**src/rtl/uart_rx_pkg.sv**
```systemverilog
// Shared types and sizing helpers for the UART operand receiver.
package uart_rx_pkg;

    typedef enum logic [1:0] {
        IDLE,
        START,
        DATA,
        STOP
    } rx_state_t;

    localparam int UART_DATA_BITS = 8;
    localparam int SYNC_STAGES    = 2;

    function automatic int bytes_total(input int operand_width, input int num_operands);
        return num_operands * (operand_width / UART_DATA_BITS);
    endfunction

    // Counter width able to hold max_val, never narrower than one bit.
    function automatic int cnt_width(input int max_val);
        return (max_val < 1) ? 1 : $clog2(max_val + 1);
    endfunction

endpackage

```
**src/rtl/uart_rx_byte.sv**
```systemverilog
// 8N1 byte receiver: line synchroniser, start-glitch rejection, mid-bit
// sampling and stop-bit framing check. Strobes qualify the stop-sample cycle.
module uart_rx_byte
    import uart_rx_pkg::*;
#(
    parameter int BAUDRATE_VALUE = 325
) (
    input  logic                      i_clk,
    input  logic                      i_rst,
    input  logic                      i_abort,
    input  logic                      i_rx_serial,
    output logic [UART_DATA_BITS-1:0] o_byte,
    output logic                      o_byte_vld,
    output logic                      o_frame_err,
    output logic                      o_start,
    output logic                      o_busy
);

    localparam int HALF   = BAUDRATE_VALUE / 2;
    localparam int BAUD_W = cnt_width(BAUDRATE_VALUE - 1);
    localparam int BIT_W  = cnt_width(UART_DATA_BITS - 1);

    localparam logic [BAUD_W-1:0] HALF_M1  = BAUD_W'(HALF - 1);
    localparam logic [BAUD_W-1:0] BAUD_M1  = BAUD_W'(BAUDRATE_VALUE - 1);
    localparam logic [BIT_W-1:0]  LAST_BIT = BIT_W'(UART_DATA_BITS - 1);

    logic [SYNC_STAGES-1:0]    sync_q;
    logic                      line;
    rx_state_t                 state;
    logic [BAUD_W-1:0]         baud_cnt;
    logic [BIT_W-1:0]          bit_cnt;
    logic [UART_DATA_BITS-1:0] shift_q;
    logic                      bit_tick;
    logic                      stop_tick;

    assign line      = sync_q[SYNC_STAGES-1];
    assign bit_tick  = (baud_cnt == BAUD_M1);
    assign stop_tick = !i_abort && (state == STOP) && bit_tick;

    always_ff @(posedge i_clk or posedge i_rst) begin
        if (i_rst) begin
            sync_q   <= '1;
            state    <= IDLE;
            baud_cnt <= '0;
            bit_cnt  <= '0;
            shift_q  <= '0;
        end else begin
            sync_q <= {sync_q[SYNC_STAGES-2:0], i_rx_serial};
            if (i_abort) begin
                state    <= IDLE;
                baud_cnt <= '0;
                bit_cnt  <= '0;
            end else begin
                case (state)
                    IDLE: begin
                        if (!line) begin
                            state    <= START;
                            baud_cnt <= '0;
                            bit_cnt  <= '0;
                        end
                    end
                    START: begin
                        // Mid start bit: a line back high means it was a glitch.
                        if (baud_cnt == HALF_M1) begin
                            baud_cnt <= '0;
                            state    <= line ? IDLE : DATA;
                        end else begin
                            baud_cnt <= baud_cnt + 1'b1;
                        end
                    end
                    DATA: begin
                        if (bit_tick) begin
                            baud_cnt <= '0;
                            shift_q  <= {line, shift_q[UART_DATA_BITS-1:1]};
                            if (bit_cnt == LAST_BIT) begin
                                bit_cnt <= '0;
                                state   <= STOP;
                            end else begin
                                bit_cnt <= bit_cnt + 1'b1;
                            end
                        end else begin
                            baud_cnt <= baud_cnt + 1'b1;
                        end
                    end
                    STOP: begin
                        if (bit_tick) begin
                            baud_cnt <= '0;
                            state    <= IDLE;
                        end else begin
                            baud_cnt <= baud_cnt + 1'b1;
                        end
                    end
                    default: begin
                        state    <= IDLE;
                        baud_cnt <= '0;
                        bit_cnt  <= '0;
                    end
                endcase
            end
        end
    end

    assign o_byte      = shift_q;
    assign o_byte_vld  = stop_tick && line;
    assign o_frame_err = stop_tick && !line;
    assign o_start     = !i_abort && (state == IDLE) && !line;
    assign o_busy      = (state != IDLE);

endmodule

```
**src/rtl/uart_rx_operand_packer.sv**
```systemverilog
// Packs received UART bytes little-endian into NUM_OPERANDS operands and
// reports complete packets, framing errors and inter-byte timeouts.
module uart_rx_operand_packer
    import uart_rx_pkg::*;
#(
    parameter int OPERAND_WIDTH  = 32,
    parameter int NUM_OPERANDS   = 2,
    parameter int BAUDRATE_VALUE = 325,
    parameter int TIMEOUT_BITS   = 20
) (
    input  logic                                  i_clk,
    input  logic                                  i_rst,
    input  logic                                  i_rx_en,
    input  logic                                  i_rx_serial,
    output logic [NUM_OPERANDS*OPERAND_WIDTH-1:0] o_data,
    output logic                                  o_valid,
    output logic                                  o_frame_err,
    output logic                                  o_timeout,
    output logic                                  o_busy
);

    localparam int PKT_W       = NUM_OPERANDS * OPERAND_WIDTH;
    localparam int BYTES_TOTAL = bytes_total(OPERAND_WIDTH, NUM_OPERANDS);
    localparam int BCNT_W      = cnt_width(BYTES_TOTAL - 1);
    localparam int TO_MAX      = TIMEOUT_BITS * BAUDRATE_VALUE;
    localparam int TO_W        = cnt_width(TO_MAX - 1);

    localparam logic [BCNT_W-1:0] LAST_BYTE = BCNT_W'(BYTES_TOTAL - 1);
    localparam logic [TO_W-1:0]   TO_LAST   = TO_W'(TO_MAX - 1);

    if ((OPERAND_WIDTH < 8) || (OPERAND_WIDTH % 8 != 0) || (NUM_OPERANDS < 1) ||
        (BAUDRATE_VALUE < 4) || (TIMEOUT_BITS < 1)) begin : g_bad_params
        $error("uart_rx_operand_packer: unsupported parameter combination");
    end

    logic [1:0] rst_sync_q;
    logic       rst_int;

    // Reset asserts immediately but releases on a clock edge.
    always_ff @(posedge i_clk or posedge i_rst) begin
        if (i_rst) begin
            rst_sync_q <= 2'b11;
        end else begin
            rst_sync_q <= {rst_sync_q[0], 1'b0};
        end
    end

    assign rst_int = rst_sync_q[1];

    logic                      abort;
    logic [UART_DATA_BITS-1:0] byte_p0;
    logic                      vld_p0;
    logic                      ferr_p0;
    logic                      start_p0;
    logic                      rx_busy;

    assign abort = !i_rx_en;

    uart_rx_byte #(
        .BAUDRATE_VALUE (BAUDRATE_VALUE)
    ) u_rx_byte (
        .i_clk       (i_clk),
        .i_rst       (rst_int),
        .i_abort     (abort),
        .i_rx_serial (i_rx_serial),
        .o_byte      (byte_p0),
        .o_byte_vld  (vld_p0),
        .o_frame_err (ferr_p0),
        .o_start     (start_p0),
        .o_busy      (rx_busy)
    );

    logic [BCNT_W-1:0] byte_cnt;
    logic [TO_W-1:0]   to_cnt;
    logic [PKT_W-1:0]  pkt_q;
    logic [PKT_W-1:0]  pkt_next;

    // Buffer with the incoming byte merged, so the last byte reaches o_data directly.
    always_comb begin
        pkt_next = pkt_q;
        pkt_next[UART_DATA_BITS*int'(byte_cnt) +: UART_DATA_BITS] = byte_p0;
    end

    // ---- stage p1: packing, timeout and registered event pulses ----
    always_ff @(posedge i_clk or posedge rst_int) begin
        if (rst_int) begin
            byte_cnt    <= '0;
            to_cnt      <= '0;
            pkt_q       <= '0;
            o_data      <= '0;
            o_valid     <= 1'b0;
            o_frame_err <= 1'b0;
            o_timeout   <= 1'b0;
        end else begin
            o_valid     <= 1'b0;
            o_frame_err <= 1'b0;
            o_timeout   <= 1'b0;
            if (abort) begin
                byte_cnt <= '0;
                to_cnt   <= '0;
            end else if (vld_p0) begin
                to_cnt <= '0;
                pkt_q  <= pkt_next;
                if (byte_cnt == LAST_BYTE) begin
                    byte_cnt <= '0;
                    o_data   <= pkt_next;
                    o_valid  <= 1'b1;
                end else begin
                    byte_cnt <= byte_cnt + 1'b1;
                end
            end else if (ferr_p0) begin
                byte_cnt    <= '0;
                to_cnt      <= '0;
                o_frame_err <= 1'b1;
            end else if (start_p0 || rx_busy || (byte_cnt == '0)) begin
                // A start bit in the expiry cycle wins over the timeout.
                to_cnt <= '0;
            end else if (to_cnt == TO_LAST) begin
                to_cnt    <= '0;
                byte_cnt  <= '0;
                o_timeout <= 1'b1;
            end else begin
                to_cnt <= to_cnt + 1'b1;
            end
        end
    end

    assign o_busy = rx_busy || (byte_cnt != '0);

endmodule

```
**config.mk**
```make
export PLATFORM = sky130hd
export DESIGN_NAME = uart_rx_operand_packer
export DESIGN_NICKNAME = d
export VERILOG_FILES = /design/src/rtl/uart_rx_pkg.sv /design/src/rtl/uart_rx_byte.sv /design/src/rtl/uart_rx_operand_packer.sv
export SDC_FILE = /design/constraint.sdc
export NUM_CORES = 1
export LEC_CHECK = 0
export BUFFER_PORTS_ARGS = -buffer_cell sky130_fd_sc_hd__buf_2
export CAP_MARGIN = 20
export CELL_PAD_IN_SITES_DETAIL_PLACEMENT = 1
export CELL_PAD_IN_SITES_GLOBAL_PLACEMENT = 1
export CORE_UTILIZATION = 43
export DETAILED_ROUTE_END_ITERATION = 8
export GPL_TIMING_DRIVEN = 0
export PLACE_DENSITY = 0.87
export SLEW_MARGIN = 20
export SYNTH_ARGS = -nofsm -noshare
export SYNTH_HDL_FRONTEND = slang
export SYNTH_SLANG_ARGS = --single-unit
```
**constraint.sdc**
```tcl
create_clock -name i_clk -period 4.5 [get_ports i_clk]
set_input_delay 0.675 -clock i_clk [delete_from_list [all_inputs] [get_ports i_clk]]
set_output_delay 0.675 -clock i_clk [all_outputs]
set_load 0.01 [all_outputs]
```
==> flow_summary.toml, run 1 <==
[pwr]
power_leakage_nw = 4.27
internal_power_w = 0.00232
pwr-share-clk_pct = 45.5
ir_drop_uv = 265
power_frac_comb_pct = 3.0
powerDensity_mw_per_mm2 = 331
pwr-share-seq_pct = 51.5
sw_frac_of_total_pct = 23.9
p_sw_w = 0.000730
power_w = 0.00305

[sta]
tightestPinTransition_ps = 795
clock_skew_ps = 13.3
setup_viol = 0
final_max_slew_viol_count = 0
relSlewSlack_pct = 47.0
finalSetupTns_ps = 0
fmax_ghz = 0.301
fin_crit_sh_pct = 73.7
fin_crit_ps = 3320
rsz0062_at_grt = "no"
hold_viol_final = 0
setup_ws_ps = 1180

[clock_tree]
clock-sinks = 173
htreeDepth = 4
clk_pin_slew_ps = 70
cts.repair.resized = 0
postCtsSetupRepairBufs = 0
clock_latency_ps = 430
root_buffer = "clkbuf_16"
cts.path.max_buffers = 2
tritoncts = "built"
numCtsBuffers = 17
hold_buffers = 0

[logic_synthesis]
synth_cells = 736
synthArstFlopShare_pct = 100
synth_cell_type_count = 53
synth-seq-area-share_pct = 54.8
synth_nets = 750
synth_area_mm2 = 0.00791
syn_avg_cell_area_um2 = 10.7
synth_seq_cells = 173
synth-edff-count = 0
synth_ff_type = "dfrtp_1"
yosysWarnings = 0

[routing]
dr.pass1.iters = 4
drt_iter0_drc = 252
wire_per_inst_um = 20.3
drc = 0
ant_nets = 0
totalWireLength_mm = 21.8
num_vias = 6001
vias_per_cell = 5.60

[floorplanning]
die_area_mm2 = 0.0189
die_y_um = 138
placementRows = 49
core_mm2 = 0.0180
ios = 72
die_x_um = 138
start_util_pct = 44.0

[flow_run]
cap_violations = 0

[grt]
grt_start_max_net_pins = 35
antenna_found_initial = 0
grt_pass1_wl_mm = 34.6
overflow = 0
grt_use_total_pct = 24.4
grt_pass1_vias = 6422

[worst_setup_path]
r2r-end = "pkt_q[50]"
worstPathRequired_ps = 3830
cp_data_arrival_time_ps = 2640
crit_start = "byte_cnt[0]"
critPathMaxFanout = 10
r2r_slack_ps = 1430
crit_end = "o_busy"
critPathCaptureType = "output port"
cp-start-kind = "flop"
reg2reg_depth = 10
worst_r2r_startpoint = "byte_cnt[0]"
critPathKind = "flop to output port"

[finish]
n_fill_cell = 1981
n_antenna_cell = 0
drive_above_1_share_pct = 21.8
mostFrequentLayoutCell = "dfrtp_1"
area_growth_pct = 16.6
fin_nets = 844
layout_common_cells = "dfrtp_1, nand2_1, o21ai_0, buf_2, mux2i_1"
regArea_mm2 = 0.00433
multi_input_area_mm2 = 0.00331

[hold_path]
min_path_type = "primary input to asynchronous set/reset pin"

[placement]
dp.final_hpwl_mm = 15.2
place_congestion = 0.829
dp_slack_ps = 1640
io_buffers = 70

[run_status]
status = "finished, final reports clean"
[power groups by stage]
stage	clock [W]	combinational, W	sequential (W)
3_3_place_gp	0	0.0000787	0.00160
5_1_grt	0.00146	0.000105	0.00157
4_1_cts	0.00140	0.0000931	0.00157
3_5_place_dp	0	0.0000928	0.00160
2_1_floorplan	0	0.0000589	0.00160
6_report	0.00139	0.0000909	0.00157
[per-layer routing]
metal | vias up | part of all wire (%) | global-route usage (%)
met5 | - | 0 | 0
met4 | 0 | 2.5 | 8.79
met3 | 42 | 3.9 | 4.67
met2 | 130 | 52 | 42.5
met1 | 3077 | 42 | 29.9
li1 | 2752 | - | -
[how the worst min path moves through the flow]
stage,endpoint,from,depth (start not counted)
finish,rst_sync_q[1],i_rst,2
global route,rst_sync_q[0],i_rst,2
CTS,rst_sync_q[1],i_rst,2
detailed placement,o_data[38],rst_sync_q[1],1
global placement,u_rx_byte.sync_q[1],u_rx_byte.sync_q[0],0
floorplan,rst_sync_q[1],rst_sync_q[0],0
[area by class of cell]
cell class	instances	share of cell area (%)
flip-flops and latches	173	47.0
repair buffers	75	4.97
multi-input cells	502	35.9
inverters	12	0.529
well taps	229	3.11
plain buffers	49	2.51
clock inverters	14	1.22
clock buffers	18	4.77
[cells in the mapped netlist (3+ instances only)]
cell type / n / share of area, %
dfrtp_1: 169 / 53
nand2_1: 121 / 5.7
o21ai_0: 118 / 7.5
mux2i_1: 64 / 8.1
mux2_2: 34 / 4.8
clkbuf_1: 27 / 1.3
nor2_1: 23 / 1.1
buf_2: 17 / 1.1
nand3_1: 15 / 0.95
and2_1: 14 / 1.1
inv_1: 12 / 0.57
ha_1: 10 / 1.6
nor2b_1: 9 / 0.71
mux2_4: 8 / 1.5
a21oi_1: 6 / 0.38
xor2_1: 6 / 0.66
nand4_1: 5 / 0.40
nor4b_1: 5 / 0.55
nor4bb_1: 5 / 0.63
o22ai_1: 5 / 0.40
xnor2_1: 5 / 0.55
and4b_1: 4 / 0.51
dfstp_2: 4 / 1.3
nor3b_1: 4 / 0.38
and4_1: 3 / 0.33
buf_6: 3 / 0.43
nand3b_1: 3 / 0.28
nor3_1: 3 / 0.19
nor4_1: 3 / 0.24
or3_1: 3 / 0.24
[worst max-delay path: stages, from the launching register on]
cell      delay [ps]
dfrtp_1          420
inv_1            180
ha_1             180
ha_1             130
clkbuf_1         410
clkbuf_1         510
nand2_1          190
buf_2            190
[state kept, by name (all words and copies together), names as in the netlist, 3 cells and up]
signal              count
u_rx_byte.o_byte        8
to_cnt                 13
u_rx_byte.bit_cnt       3
pkt_q                  64
o_data                 64
u_rx_byte.baud_cnt      9
byte_cnt                3
[per-stage QoR]
step / utilization, % / std cells / instance area, µm² / hold slack (ps)
global placement: 47.6 / 1035 / 8550 / 347
CTS: 51.3 / 1072 / 9210 / 239
detailed placement: 48.2 / 1040 / 8660 / 318
finish: 51.3 / 1072 / 9220 / 250
floorplan: - / 736 / 7910 / 345
global route: 51.3 / 1072 / 9220 / 264
[cells by family (layout without fill, tap and decap cells)]
kind of cell | Yosys count | after routing | share of synthesized area, %
AND/OR/NAND/NOR | 232 | 232 | 14.8
buffers and inverters | 61 | 168 | 3.50
multiplexers | 106 | 106 | 14.5
adder cells (fa/ha/maj) | 10 | 10 | 1.58
AO/OA/AOI/OAI | 142 | 142 | 9.59
other | 1 | 1 | 0.0474
XOR/XNOR | 11 | 11 | 1.22
flip-flops | 173 | 173 | 54.8
Power figures use the tool's default switching activity.
==> run 2, diff against run 1 <==
==> constraint.sdc (replaced) <==
create_clock -name i_clk -period 2.78 [get_ports i_clk]
set_input_delay 0.417 -clock i_clk [delete_from_list [all_inputs] [get_ports i_clk]]
set_output_delay 0.417 -clock i_clk [all_outputs]
set_load 0.01 [all_outputs]
==> flow_summary.toml, run 2 (synthesis results as in run 1) <==
[run_status]
status = "finished, final reports clean"

[worst_setup_path]
critPathCaptureType = "flop"
crit_slowest_cell = "dfrtp_1"
path_buf_inv = 4
critPathKind = "flop to flop"
crit_family = "buffers and inverters"
worstPathRequired_ps = 3090
worstPathCellList = "inv_1 -> ha_1 -> ha_2 -> buf_2 -> nor4_2 -> nand3_1 -> clkbuf_4 -> nor2b_1 -> clkbuf_4 -> mux2_2"
cp-start-kind = "flop"
max_stage_delay_ps = 420
critPathMaxFanout = 9
cp_common_cell = "clkbuf_4"
cp_data_arrival_time_ps = 3070

[grt]
grt_start_max_net_pins = 35
antenna_found_initial = 0
use_met1_pct = 29.9
grtUsageMet2_pct = 42.5
met3_usage_pct = 4.30
overflow = 0
grt_most_used_layer = "met2"
grt_pass1_vias = 6433
grt_pass1_wl_mm = 34.8
grt_use_total_pct = 24.5

[pwr]
ir_drop_uv = 433
sw_frac_of_total_pct = 24.0
power_leakage_nw = 4.30
powerDensity_mw_per_mm2 = 534
power_frac_comb_pct = 3.0
p_sw_w = 0.00119
pwr-share-seq_pct = 51.4
pwr-share-clk_pct = 45.6
internal_power_w = 0.00376

[clock_tree]
root_buffer = "clkbuf_16"
cts.path.max_buffers = 2
tritoncts = "built"
clk_pin_slew_ps = 70
clock_latency_ps = 440
numCtsBuffers = 17
clock-sinks = 173
htreeDepth = 4

[sta]
clock_skew_ps = 14.7
setup_viol = 0
fmax_ghz = 0.362
fin_crit_ps = 2760
fin_crit_sh_pct = 99.3
relSlewSlack_pct = 47.5
rsz0062_at_grt = "yes"
final_max_slew_viol_count = 0
tightestPinTransition_ps = 787
hold_viol_final = 0

[floorplanning]
ios = 72
placementRows = 49
die_area_mm2 = 0.0189
core_mm2 = 0.0180
die_y_um = 138
start_util_pct = 44.0
die_x_um = 138

[hold_path]
min_path_type = "primary input to flop"

[routing]
num_vias = 6023
drc = 0
totalWireLength_mm = 22.0
vias_per_cell = 5.60
dr.pass1.iters = 4
drt_iter0_drc = 301
wire_per_inst_um = 20.5
ant_nets = 0

[finish]
fin_nets = 847
top_regs = "o_data: 64 flops, pkt_q: 64 flops, to_cnt: 13 flops"
n_antenna_cell = 0
layout_common_cells = "dfrtp_1, nand2_1, o21ai_0, buf_2, mux2i_1"
final_cells = 1075
post-route-util_pct = 51.7
n_fill_cell = 1973
area_growth_pct = 17.4
drive_above_1_share_pct = 22.9
mostFrequentLayoutCell = "dfrtp_1"

[placement]
dp_cells = 1040
dp.final_hpwl_mm = 15.2
place_congestion = 0.829
io_buffers = 70

[flow_run]
cap_violations = 0
run 2: cell types whose count changed in the layout (fill, tap and decap cells not counted), moves of 3 or more:
| cell | delta |
|---|---|
| clkbuf_1 | -6 |
| clkbuf_2 | +5 |
| buf_2 | -4 |
| buf_4 | +4 |
| clkbuf_4 | +3 |
run 2: final timing paths:
check / from / endpoint / slack [ps] / depth (start not counted)
max reg2reg: byte_cnt[0] / pkt_q[2] / 20 / 10
max: byte_cnt[0] / pkt_q[2] / 20 / 10
max in group asynchronous: rst_sync_q[1] / u_rx_byte.sync_q[0] / 1600 / 3
min in group asynchronous: rst_sync_q[1] / o_data[38] / 310 / 1
min: i_rx_serial / u_rx_byte.sync_q[0] / 80 / 1
min reg2reg: rst_sync_q[1] / o_data[38] / 310 / 1
run 2: stage by stage:
| step | setup slack [ps] | total power, W | hold slack [ps] | instance area, µm² | TNS (ps) |
|---|---|---|---|---|---|
| 2_1_floorplan | 227 | 0.00269 | 329 | 7910 | 0 |
| 3_3_place_gp | -721 | 0.00272 | 347 | 8550 | -119870 |
| 3_5_place_dp | -84.4 | 0.00274 | 318 | 8660 | -363 |
| 4_1_cts | -20.1 | 0.00497 | 67.6 | 9230 | -83.9 |
| 5_1_grt | -43.8 | 0.00509 | 67.2 | 9280 | -290 |
| 6_report | 20.7 | 0.00495 | 78.1 | 9280 | 0 |
run 2: repair_timing:
| item | 4_1_cts | 5_1_grt |
|---|---|---|
| setup buffers | 0 | 3 |
| pin swaps | 2 | 3 |
| setup endpoints to repair | 19 | 62 |
| endpoints found under the hold margin | 2 | 0 |
| hold buffers | 1 | 0 |
| gates resized for setup | 4 | 12 |
run 2: routing by layer:
metal | wire length, µm | share of wire, % | up-vias
li1 | - | - | 2757
met1 | 9350 | 42 | 3078
met2 | 11200 | 51 | 140
met3 | 862 | 3.9 | 48
met4 | 595 | 2.7 | 0
met5 | 0 | 0 | -
run 2: area by class of cell:
cell class | instances | area [µm²] | share of cell area [%]
flip-flops and latches | 173 | 4330 | 46.7
multi-input cells | 502 | 3320 | 35.8
repair buffers | 79 | 490 | 5.29
clock buffers | 18 | 439 | 4.73
well taps | 229 | 287 | 3.09
plain buffers | 48 | 244 | 2.63
clock inverters | 14 | 113 | 1.21
inverters | 12 | 48.8 | 0.526
run 2: power by group through the flow:
stage,sequential (W),clock (W),combinational (W)
3_5_place_dp,0.00259,0,0.000150
6_report,0.00254,0.00226,0.000148
5_1_grt,0.00254,0.00237,0.000172
3_3_place_gp,0.00259,0,0.000127
2_1_floorplan,0.00259,0,0.0000953
4_1_cts,0.00254,0.00227,0.000152
run 2: worst register-to-register path, stage by stage, from the launching register on:
cell	delay [ps]
dfrtp_1	420
inv_1	180
ha_1	180
ha_2	270
buf_2	190
nor4_2	330
nand3_1	140
clkbuf_4	230
nor2b_1	140
clkbuf_4	220
mux2_2	350
